--- config.mk ---
export PLATFORM = sky130hd
export DESIGN_NAME = bs_fetch
export DESIGN_NICKNAME = d
export VERILOG_FILES = /design/src/rtl/bs_pkg.sv /design/src/rtl/sync_rise.sv /design/src/rtl/bs_fetch.sv
export SDC_FILE = /design/constraint.sdc
export NUM_CORES = 1
export LEC_CHECK = 0
export ABC_CLOCK_PERIOD_IN_PS = 1900
export CAP_MARGIN = 20
export CORE_UTILIZATION = 49
export CTS_BUF_LIST = sky130_fd_sc_hd__clkbuf_8 sky130_fd_sc_hd__clkbuf_16
export CTS_CLUSTER_SIZE = 28
export DETAILED_ROUTE_END_ITERATION = 10
export GPL_TIMING_DRIVEN = 0
export PLACE_DENSITY = 0.77
export SYNTH_ARGS = -nofsm -noshare
export SYNTH_HDL_FRONTEND = slang
export SYNTH_SLANG_ARGS = --single-unit
--- constraint.sdc ---
create_clock -name i_clk -period 1.9 [get_ports i_clk]
set_input_delay 0.38 -clock i_clk [delete_from_list [all_inputs] [get_ports i_clk]]
set_output_delay 0.38 -clock i_clk [all_outputs]
set_load 0.05 [all_outputs]
--- src/rtl/bs_pkg.sv ---
// Shared definitions for the bit-serial datapath and its fetch stage.
package bs_pkg;

  localparam int BS_IW = 3;

  typedef enum logic [1:0] {
    ST_IDLE  = 2'd0,
    ST_START = 2'd1,
    ST_RUN   = 2'd2,
    ST_DONE  = 2'd3
  } fetch_state_t;

endpackage

--- src/rtl/sync_rise.sv ---
// Two-flop synchroniser for an asynchronous level input, followed by a
// registered rising-edge detector on the synchronised value.
module sync_rise (
  input  logic i_clk,
  input  logic i_rst_n,
  input  logic i_async,
  output logic o_rise
);

  logic meta_q, meta_d;
  logic sync_q, sync_d;
  logic prev_q, prev_d;

  always_comb begin
    meta_d = i_async;
    sync_d = meta_q;
    prev_d = sync_q;
  end

  always_ff @(posedge i_clk or negedge i_rst_n) begin
    if (!i_rst_n) begin
      meta_q <= 1'b0;
      sync_q <= 1'b0;
      prev_q <= 1'b0;
    end else begin
      meta_q <= meta_d;
      sync_q <= sync_d;
      prev_q <= prev_d;
    end
  end

  assign o_rise = sync_q & ~prev_q;

endmodule

--- src/rtl/bs_fetch.sv ---
// Instruction fetch and run control for bit_serial: loadable program memory,
// program counter, and the IDLE/START/RUN/DONE sequencer.
module bs_fetch
  import bs_pkg::*;
#(
  parameter  int DEPTH = 4,
  parameter  int IW    = BS_IW,
  localparam int AW    = $clog2(DEPTH)
) (
  input  logic          i_clk,
  input  logic          i_rst_n,
  input  logic          i_load_we,
  input  logic [AW-1:0] i_load_addr,
  input  logic [IW-1:0] i_load_data,
  input  logic [AW-1:0] i_prog_last,
  input  logic          i_run,
  input  logic          i_con_pcincr,
  output logic [IW-1:0] o_data_instruction,
  output logic          o_start,
  output logic [AW-1:0] o_pc,
  output logic          o_busy,
  output logic          o_done
);

  fetch_state_t  state_q, state_d;
  logic [AW-1:0] pc_q, pc_d;
  logic          start_q, start_d;
  logic [IW-1:0] mem_q [DEPTH];
  logic [IW-1:0] mem_d [DEPTH];
  logic          run_rise;
  logic          load_ok;

  sync_rise u_run_sync (
    .i_clk   (i_clk),
    .i_rst_n (i_rst_n),
    .i_async (i_run),
    .o_rise  (run_rise)
  );

  // Program loading is only allowed while the datapath is not consuming it.
  assign load_ok = (state_q == ST_IDLE) || (state_q == ST_DONE);

  always_comb begin
    mem_d = mem_q;
    if (i_load_we && load_ok) begin
      mem_d[i_load_addr] = i_load_data;
    end
  end

  always_comb begin
    state_d = state_q;
    pc_d    = pc_q;
    case (state_q)
      ST_IDLE, ST_DONE: begin
        if (run_rise) begin
          state_d = ST_START;
          pc_d    = '0;
        end
      end
      ST_START: state_d = ST_RUN;
      ST_RUN: begin
        if (i_con_pcincr) begin
          if (pc_q == i_prog_last) begin
            state_d = ST_DONE;
          end else begin
            pc_d = pc_q + AW'(1);
          end
        end
      end
      default: state_d = ST_IDLE;
    endcase
    // Start pulse comes straight from a flop so bit_serial never sees a decode glitch.
    start_d = (state_d == ST_START);
  end

  always_ff @(posedge i_clk or negedge i_rst_n) begin
    if (!i_rst_n) begin
      state_q <= ST_IDLE;
      pc_q    <= '0;
      start_q <= 1'b0;
      for (int i = 0; i < DEPTH; i++) begin
        mem_q[i] <= '0;
      end
    end else begin
      state_q <= state_d;
      pc_q    <= pc_d;
      start_q <= start_d;
      mem_q   <= mem_d;
    end
  end

  assign o_data_instruction = mem_q[pc_q];
  assign o_pc               = pc_q;
  assign o_start            = start_q;
  assign o_busy             = (state_q == ST_START) || (state_q == ST_RUN);
  assign o_done             = (state_q == ST_DONE);

endmodule
# Yosys cells after proc, flatten, opt, wreduce, memory -nomap -nowiden
# Index checks and enable logic that the tools add are counted.
word_totals:
  register_bits: 20
  latch_bits: 0
  mem_bits_rw: 0
  romBits: 0
  inputBits: 12
  output_inout_bits: 8
  memories: 0
classes:
  n_addsub: 1
  multipliers: 0
  div: 0
  magnitude_cmp: 3
  eq_ne: 8
  n_shift: 0
  mux: 14
  n_bitwise: 4
  n_reduce_logical: 8
ops:
  columns: ["op", "count"]
  rows:
  - ["bitwise mux 12 bit", 1]
  - ["two-way mux 2 bit", 6]
  - ["two-way mux 3 bit", 3]
  - ["binary-select mux 3 bit (select 2 bit)", 1]
  - ["demux 3 bit (select 2 bit)", 1]
  - ["greater-or-equal comparator 3 bit, second input constant", 2]
  - ["!= test 2 bit, second input constant", 3]
  - ["NOT 2 -> 3 bit", 2]
  - ["case mux 2 bit (3 select lines)", 1]
  - ["== test 2 x 1 -> 1 bit, second input constant", 2]
  - ["== test 2 bit, second input constant", 2]
  - ["case mux 2 bit (2 select lines)", 1]
  - ["AND reduction 4 bit", 1]
  - ["less-than comparator 3 x 1 -> 1 bit, second input constant", 1]
  - ["adder 2 x 1 -> 2 bit, second input constant", 1]
  - ["== test 2 bit", 1]
  - ["logical AND 1 bit", 2]
  - ["zero test 2 bit", 1]
  - ["logical OR 1 bit", 2]
  - ["nonzero test 2 bit", 1]
  - ["OR reduction 2 bit", 1]
  - ["AND 1 bit", 1]
  - ["NOT 1 bit", 1]

# Depth between registers and ports, before layout
# Gate-level depths: netlist of run 1.
depth:
  ltp_word: 6
  ltp_mapped: 7

# Modules after synthesis
# From an unflattened synthesis of run 1, not the netlist that was laid out.
hier_totals:
  cells_unflattened: 73
  area_unflattened_um2: 993.5
modules_own_cells:
  columns: ["mod", "n_inst", "cells_each", "area_per_inst_um2", "seq_area_each_um2"]
  rows:
  - ["bs_fetch", 1, 69, 904.6, 425.4]
  - ["sync_rise", 1, 4, 88.8, 75.1]

# Least setup slack after synthesis of run 1
# No wires, ideal clock.
synth_path:
  path_kind: "register -> output"
  start: "register pc_q[0], in the netlist o_pc[0]"
  end: "output o_data_instruction[0]"
  t_arrival_ns: 1.485
  required_ns: 1.520
  path_slack_ns: 0.035
  stages_incl_launch_ff: 3
  path_buffers: 1
  path_cell_list: "dfrtp_1 > buf_6 > mux4_2"
synth_between:
  elab_chain_len: 4
synth_rtl:
  columns: ["element", "line_no", "text"]
  rows:
  - ["start: declaration", "bs_fetch.sv:26", "logic [AW-1:0] pc_q, pc_d;"]
  - ["start signal: assignment", "bs_fetch.sv:86", "pc_q <= pc_d;"]
  - ["NOT 2 -> 3 bit (implied by the code)", "bs_fetch.sv:92", "assign o_data_instruction = mem_q[pc_q];"]
  - ["binary-select mux 3 bit (select 2 bit)", "bs_fetch.sv:92", null]
  - ["two-way mux 3 bit (implied by the code) (2 in a row)", "bs_fetch.sv:92", null]
  - ["end: declaration", "bs_fetch.sv:18", "output logic [IW-1:0] o_data_instruction,"]
# Every way passes these cells. The select of a mux whose other input is x is not followed.

# Worst setup path after layout of run 1
layout_path:
  start: "register pc_q[0], in the netlist o_pc[0]"
  end: "output o_data_instruction[2]"
# Same word-level chain as after synthesis.

==> flow_summary_export.csv, run 1 <==
group,metric,value,unit
power_and_ir_drop,seq_power_share,30.4,%
floorplanning,io_pins,20,
power_and_ir_drop,switching_power,0.000993,W
worst_hold_path,hold_depth,0,
floorplanning,initial_core_util,54.7,%
cts,clk_pin_slew,0.06,ns
synth,syn-num-nets,88,
worst_setup_path,worstPathArrival,1.47,ns
cts,cts_sinks,20,
power_and_ir_drop,leakagePower,0.554,nW
power_and_ir_drop,ir_drop,1.03,mV
sta,slew_viol_final,0,
synth,yosysUniqueCellTypes,29,
sta,hold_viol,0,
power_and_ir_drop,powerDensity,1830,nW/um2
cells_and_area,layout.cells.non_filler,122,
cells_and_area,seqCellArea,500,um2
cts,htreeDepth,1,
routing,postRouteAntennaNets,0,
synth,avgSynthCellArea,13.5,um2
synth,syn_area,996,um2
cts,max-clock-path-buffers,2,
worst_setup_path,critPathKind,"reg2out",
worst_setup_path,cp-end-kind,"primary output",
cells_and_area,diodes,0,
sta,timing.hold.ws,0.353,ns
floorplanning,die_x,47.1,um
cells_and_area,fin_util,68.9,%
floorplanning,coreArea,1820,um2
sta,clock_skew,0.00276,ns
synth,synth_seq_cells,20,
synth,async_flop_share,100,%
synth,synth-edff-count,0,
global_routing,grt_max_degree,21,
sta,fin_ws,0.0461,ns
job,cap_violations,0,
power_and_ir_drop,switching_share,43.2,%
synth,synth_most_common_cell,"dfrtp_1",
power_and_ir_drop,intPower,0.00131,W
synth,ys_seq_area_share,50.3,%
sta,min_period_over_period,97.6,%
floorplanning,die_area,2220,um2
cells_and_area,syn_to_final_growth,26.0,%
global_routing,gr-total-overflow,0,
global_routing,grt_pass1_vias,590,
floorplanning,die_h,47.1,um
global_routing,grtUsageTotal,19.9,%
routing,drc_errors,0,
routing,wl_per_cell,14.2,um
worst_setup_path,crit_path_start_kind,"flip-flop",
worst_setup_path,worstPathRequired,1.52,ns
sta,fin_setup_tns,0,ns
power_and_ir_drop,p_comb_share,58.1,%
global_routing,grt_first_pass_wirelength,2.79,mm
routing,vias_per_cell,5.25,
global_routing,antenna_found_initial,0,
cts,cts_tree,"built",
sta,tightest_slew,0.878,ns
cts,cts_root_buf,"clkbuf_8",
routing,routed-via-count,640,
cells_and_area,final_nets,113,
placement,dp_slack,-0.269,ns
worst_setup_path,reg2regPathDepth,5,
power_and_ir_drop,pwr-share-clk,11.5,%
routing,drt_iter0_drc,12,
placement,gp_congestion,0.787,
placement,placed_cells,118,
sta,slew_headroom,41.3,%
worst_setup_path,path_max_fanout,8,
floorplanning,fp-row-count,15,
routing,wirelength,1.73,mm
run_status,status,"finished, final reports clean",
synth,ys.flop_type,"dfrtp_1",
placement,dp_hpwl,1.27,mm
sta,setup_viol_count_final,0,
synth,synthTopCellsByArea,"dfrtp_1 (50%), mux4_2 (6.8%), mux2_1 (5.7%), mux2_2 (4.5%), mux2_4 (4.5%)",
synth,ys_top_cells_by_count,"dfrtp_1 (20), nand2_1 (6), mux2_1 (5), mux2_2 (4)",
cells_and_area,multiInputGateArea,454,um2
cts,clock_latency,0.25,ns
synth,yosysTopAreaCell,"dfrtp_1",
synth,synth_top_area_share,50.3,%
synth,yosys_warnings,0,
worst_hold_path,hold_path_class,"reg2reg",
routing,drtPass1Iterations,4,
synth,syn_inst,74,
cells_and_area,fill_cells,150,
placement,io_buffers,19,
sta,rsz0062_at_grt,"false",
cts,cts_made_buffers,3,
sta,fmax,539,MHz
sta,post-route-min-period,1.85,ns
cells_and_area,layout-drive-gt1-share,28.9,%
[cell type report]
class | count | area share, %
multi-input cells | 48 | 36.2
repair buffers | 20 | 14.9
clock buffers | 3 | 3.29
inverters | 3 | 0.897
well taps | 25 | 2.49
flip-flops and latches | 20 | 39.9
plain buffers | 3 | 2.39
[worst max-delay path, stage by stage, from the launching register on]
cell and delay (ns):
dfrtp_1 0.36, buf_6 0.15, mux4_2 0.51, buf_4 0.20
[cell usage in the layout, fill, tap and decap left out, drive strengths merged, types with 2 or more instances in the layout]
cell type	netlist	routed
mux4	3	3
xor2	2	2
clkdlybuf4s50	0	14
nor3	2	2
inv	3	3
buf	3	8
ha	2	2
nand2	7	7
nor2	3	3
clkbuf	0	3
nand2b	3	3
o21ai	3	3
a21oi	2	2
mux2	12	12
dfrtp	20	20
[kinds of logic after synthesis]
family | synth area share [%]
and+or+nand+nor | 12.3
DFF | 50.3
muxes | 22.5
AOI/OAI and AO/OA | 5.03
buffers and inverters | 4.15
xor gates and xnor gates | 3.27
adders and majority gates | 2.51
[through the flow]
step | instance area (um2) | power [W]
2_1_floorplan | 996 | 0.00171
3_3_place_gp | 1220 | 0.00203
3_5_place_dp | 1220 | 0.00207
4_1_cts | 1240 | 0.00227
5_1_grt | 1250 | 0.00244
6_report | 1250 | 0.00230
[repair_timing]
action                                  in CTS  in global routing
gates resized for setup                     22                  6
pin swaps                                    0                  0
endpoints found under the setup margin       5                  4
hold buffers                                 0                  0
buffers inserted                             0                  1
[worst paths after layout]
kind | start | endpoint | slack (ns)
setup reg to reg | state_q[0] | mem_q[9] | 0.33
hold reg to reg | u_run_sync.meta_q | u_run_sync.prev_d | 0.35
min in group asynchronous | i_rst_n | mem_q[1] | 0.63
setup / recovery | o_pc[0] | o_data_instruction[2] | 0.05
hold / removal | u_run_sync.meta_q | u_run_sync.prev_d | 0.35
max in group asynchronous | i_rst_n | mem_q[9] | 0.74
[flip-flops by register name, summed over array words and instances, names as in the netlist]
signal / count
u_run_sync.meta_q: 1
o_start: 1
state_q: 2
u_run_sync.prev_d: 1
mem_q: 12
u_run_sync.prev_q: 1
o_pc: 2
[layer usage]
layer	track usage [%]	part of all wire (%)	vias up	wire (um)
li1	-	-	307	-
met1	26.8	47	314	813
met2	29.4	48	15	825
met3	3.46	2.3	4	39
met4	13.7	2.8	0	48
met5	0	0	-	0
[power by group through the flow]
stage,Clock [W],Sequential (W),Combinational [W]
after floorplan,0,0.000759,0.000953
after detailed placement,0,0.000708,0.00136
after global placement,0,0.000698,0.00133
final,0.000263,0.000700,0.00134
after CTS,0.000274,0.000703,0.00129
after global routing,0.000291,0.000720,0.00143
Power figures use the tool's default switching activity.
==> run 2, diff against run 1 <==
--- a/config.mk
+++ b/config.mk
@@ -13,6 +13,7 @@
 export DETAILED_ROUTE_END_ITERATION = 10
 export GPL_TIMING_DRIVEN = 0
 export PLACE_DENSITY = 0.77
+export SLEW_MARGIN = 20
 export SYNTH_ARGS = -nofsm -noshare
 export SYNTH_HDL_FRONTEND = slang
 export SYNTH_SLANG_ARGS = --single-unit
==> results of run 2 <==
No change in the layout: final DEF, timing and power equal those of run 1.
==> run 3, diff against run 2 <==
--- a/config.mk
+++ b/config.mk
@@ -6,13 +6,12 @@
 export NUM_CORES = 1
 export LEC_CHECK = 0
 export ABC_CLOCK_PERIOD_IN_PS = 1900
-export CAP_MARGIN = 20
 export CORE_UTILIZATION = 49
 export CTS_BUF_LIST = sky130_fd_sc_hd__clkbuf_8 sky130_fd_sc_hd__clkbuf_16
 export CTS_CLUSTER_SIZE = 28
 export DETAILED_ROUTE_END_ITERATION = 10
 export GPL_TIMING_DRIVEN = 0
-export PLACE_DENSITY = 0.77
+export PLACE_DENSITY = 0.74
 export SLEW_MARGIN = 20
 export SYNTH_ARGS = -nofsm -noshare
 export SYNTH_HDL_FRONTEND = slang
==> flow_summary_export.csv, run 3 (synthesized netlist as in run 1, its figures left out) <==
group,metric,value,unit
power_and_ir_drop,leakagePower,0.564,nW
global_routing,gr-total-overflow,0,
cts,clock_latency,0.25,ns
worst_hold_path,hold_depth,0,
power_and_ir_drop,pwr-share-clk,13.1,%
placement,io_buffers,19,
cells_and_area,fin_util,70.1,%
worst_setup_path,cpPeakStageDelay,0.51,ns
floorplanning,die_h,47.1,um
routing,drtPass1Iterations,4,
worst_setup_path,reg2regPathDepth,5,
cells_and_area,layout-drive-gt1-share,29.6,%
cts,clk_pin_slew,0.07,ns
cells_and_area,layout.cells.non_filler,123,
cells_and_area,final_common_cell,"dfrtp_1",
sta,timing.hold.ws,0.356,ns
placement,placed_cells,118,
run_status,status,"finished, final reports clean",
cells_and_area,final_nets,113,
power_and_ir_drop,seq_power_share,29.5,%
cts,cts_made_buffers,3,
routing,drt_iter0_drc,1,
sta,fmax,540,MHz
cells_and_area,stdcell_area,1280,um2
worst_setup_path,critPathKind,"reg2out",
worst_setup_path,path_max_fanout,8,
worst_setup_path,crit_path_start_kind,"flip-flop",
sta,post-route-min-period,1.85,ns
floorplanning,fp-row-count,15,
sta,hold_viol,0,
cells_and_area,diodes,0,
cells_and_area,largest_reg_flops,12,
power_and_ir_drop,intPower,0.00137,W
floorplanning,io_pins,20,
worst_setup_path,cp_slowest_cell,"mux4_2",
worst_setup_path,worstPathArrival,1.47,ns
routing,vias_per_cell,5.20,
global_routing,grtUsageTotal,17.7,%
global_routing,grt_max_degree,21,
cts,cts_tree,"built",
sta,fin_setup_tns,0,ns
floorplanning,initial_core_util,54.7,%
cells_and_area,regMostFlops,"mem_q",
sta,rsz0062_at_grt,"true",
placement,gp_congestion,0.765,
routing,wirelength,1.63,mm
cells_and_area,syn_to_final_growth,28.1,%
global_routing,grt_first_pass_wirelength,2.62,mm
placement,dp_hpwl,1.28,mm
power_and_ir_drop,switching_share,42.0,%
power_and_ir_drop,switching_power,0.000994,W
power_and_ir_drop,p_comb_share,57.4,%
cts,hold_buffers,0,
cells_and_area,fill_cells,146,
worst_setup_path,cp-end-kind,"primary output",
floorplanning,coreArea,1820,um2
sta,clock_skew,0.00361,ns
global_routing,antenna_found_initial,0,
floorplanning,die_x,47.1,um
floorplanning,die_area,2220,um2
worst_setup_path,crit_chain,"buf_6 -> mux4_2 -> buf_4",
sta,setup_viol_count_final,0,
routing,wl_per_cell,13.3,um
sta,slew_viol_final,0,
routing,drc_errors,0,
sta,tightest_slew,0.855,ns
sta,min_period_over_period,97.5,%
job,cap_violations,0,
routing,routed-via-count,640,
routing,postRouteAntennaNets,0,
sta,slew_headroom,42.8,%
cts,cts_root_buf,"clkbuf_8",
cts,cts_sinks,20,
cts,htreeDepth,1,
cts,max-clock-path-buffers,2,
cells_and_area,final_cell_mix,"dfrtp_1 (20), clkdlybuf4s50_1 (14), nand2_1 (6)",
placement,placed_area,1220,um2
power_and_ir_drop,ir_drop,0.978,mV
global_routing,grt_pass1_vias,587,
worst_hold_path,hold_path_class,"reg2reg",
worst_setup_path,worstPathRequired,1.52,ns
power_and_ir_drop,powerDensity,1850,nW/um2
==> run 3: cell count changes in the layout (fill, tap and decap cells not counted) <==
cell | before | now
buf_6 | 2 | 4
buf_4 | 6 | 4
clkbuf_8 | 3 | 4
==> run 3: path summary, 6_finish.rpt <==
| check | from | end | slack, ns |
|---|---|---|---|
| worst max register to register | state_q[0] | mem_q[11] | 0.36 |
| max in group asynchronous | i_rst_n | mem_q[4] | 0.76 |
| worst max-delay path | o_pc[0] | o_data_instruction[0] | 0.05 |
| worst min register to register | u_run_sync.meta_q | u_run_sync.prev_d | 0.36 |
| worst min-delay path | u_run_sync.meta_q | u_run_sync.prev_d | 0.36 |
| min in group asynchronous | i_rst_n | mem_q[3] | 0.62 |
==> run 3: power by group through the flow <==
stage               Clock, W  Combinational, W  Sequential [W]
floorplan                  0          0.000953        0.000759
global placement           0           0.00134        0.000700
detailed placement         0           0.00136        0.000713
CTS                 0.000319           0.00129        0.000705
global route        0.000340           0.00146        0.000718
finish              0.000309           0.00136        0.000699
==> run 3: final cells by class <==
cell class / instances / area [um2] / share of cell area, %
buffer: 3 / 30.0 / 2.35
clock buffer: 4 / 55.1 / 4.31
inverter: 3 / 11.3 / 0.882
multi-input combinational: 48 / 454 / 35.6
sequential: 20 / 500 / 39.2
tap: 25 / 31.3 / 2.45
timing repair buffer: 20 / 194 / 15.2
==> run 3: routing by layer <==
metal  up-vias  global-route usage [%]  wire length [um]
li1        312                       -                 -
met3         4                    3.85                46
met2        12                    27.8               806
met5         -                       0                 0
met1       312                    23.6               758
met4         0                    8.00                20
==> run 3: repair_timing <==
item | CTS | global route
cloned | 0 | 0
setup endpoints to repair | 5 | 4
setup buffers | 0 | 1
resized for setup | 22 | 8
==> run 3: per-stage QoR <==
stage,power [W],setup WS (ns)
final,0.00237,0.0466
after global routing,0.00252,-0.00122
after CTS,0.00231,0.0137
after detailed placement,0.00207,-0.285
after global placement,0.00204,-0.264
after floorplan,0.00171,0.0352
==> run 3: critical path: cells and delay by family, from the launching register on <==
family | cells | cell delay [ns]
multiplexers | 1 | 0.51
flip-flops | 1 | 0.36
buffers and inverters | 2 | 0.35
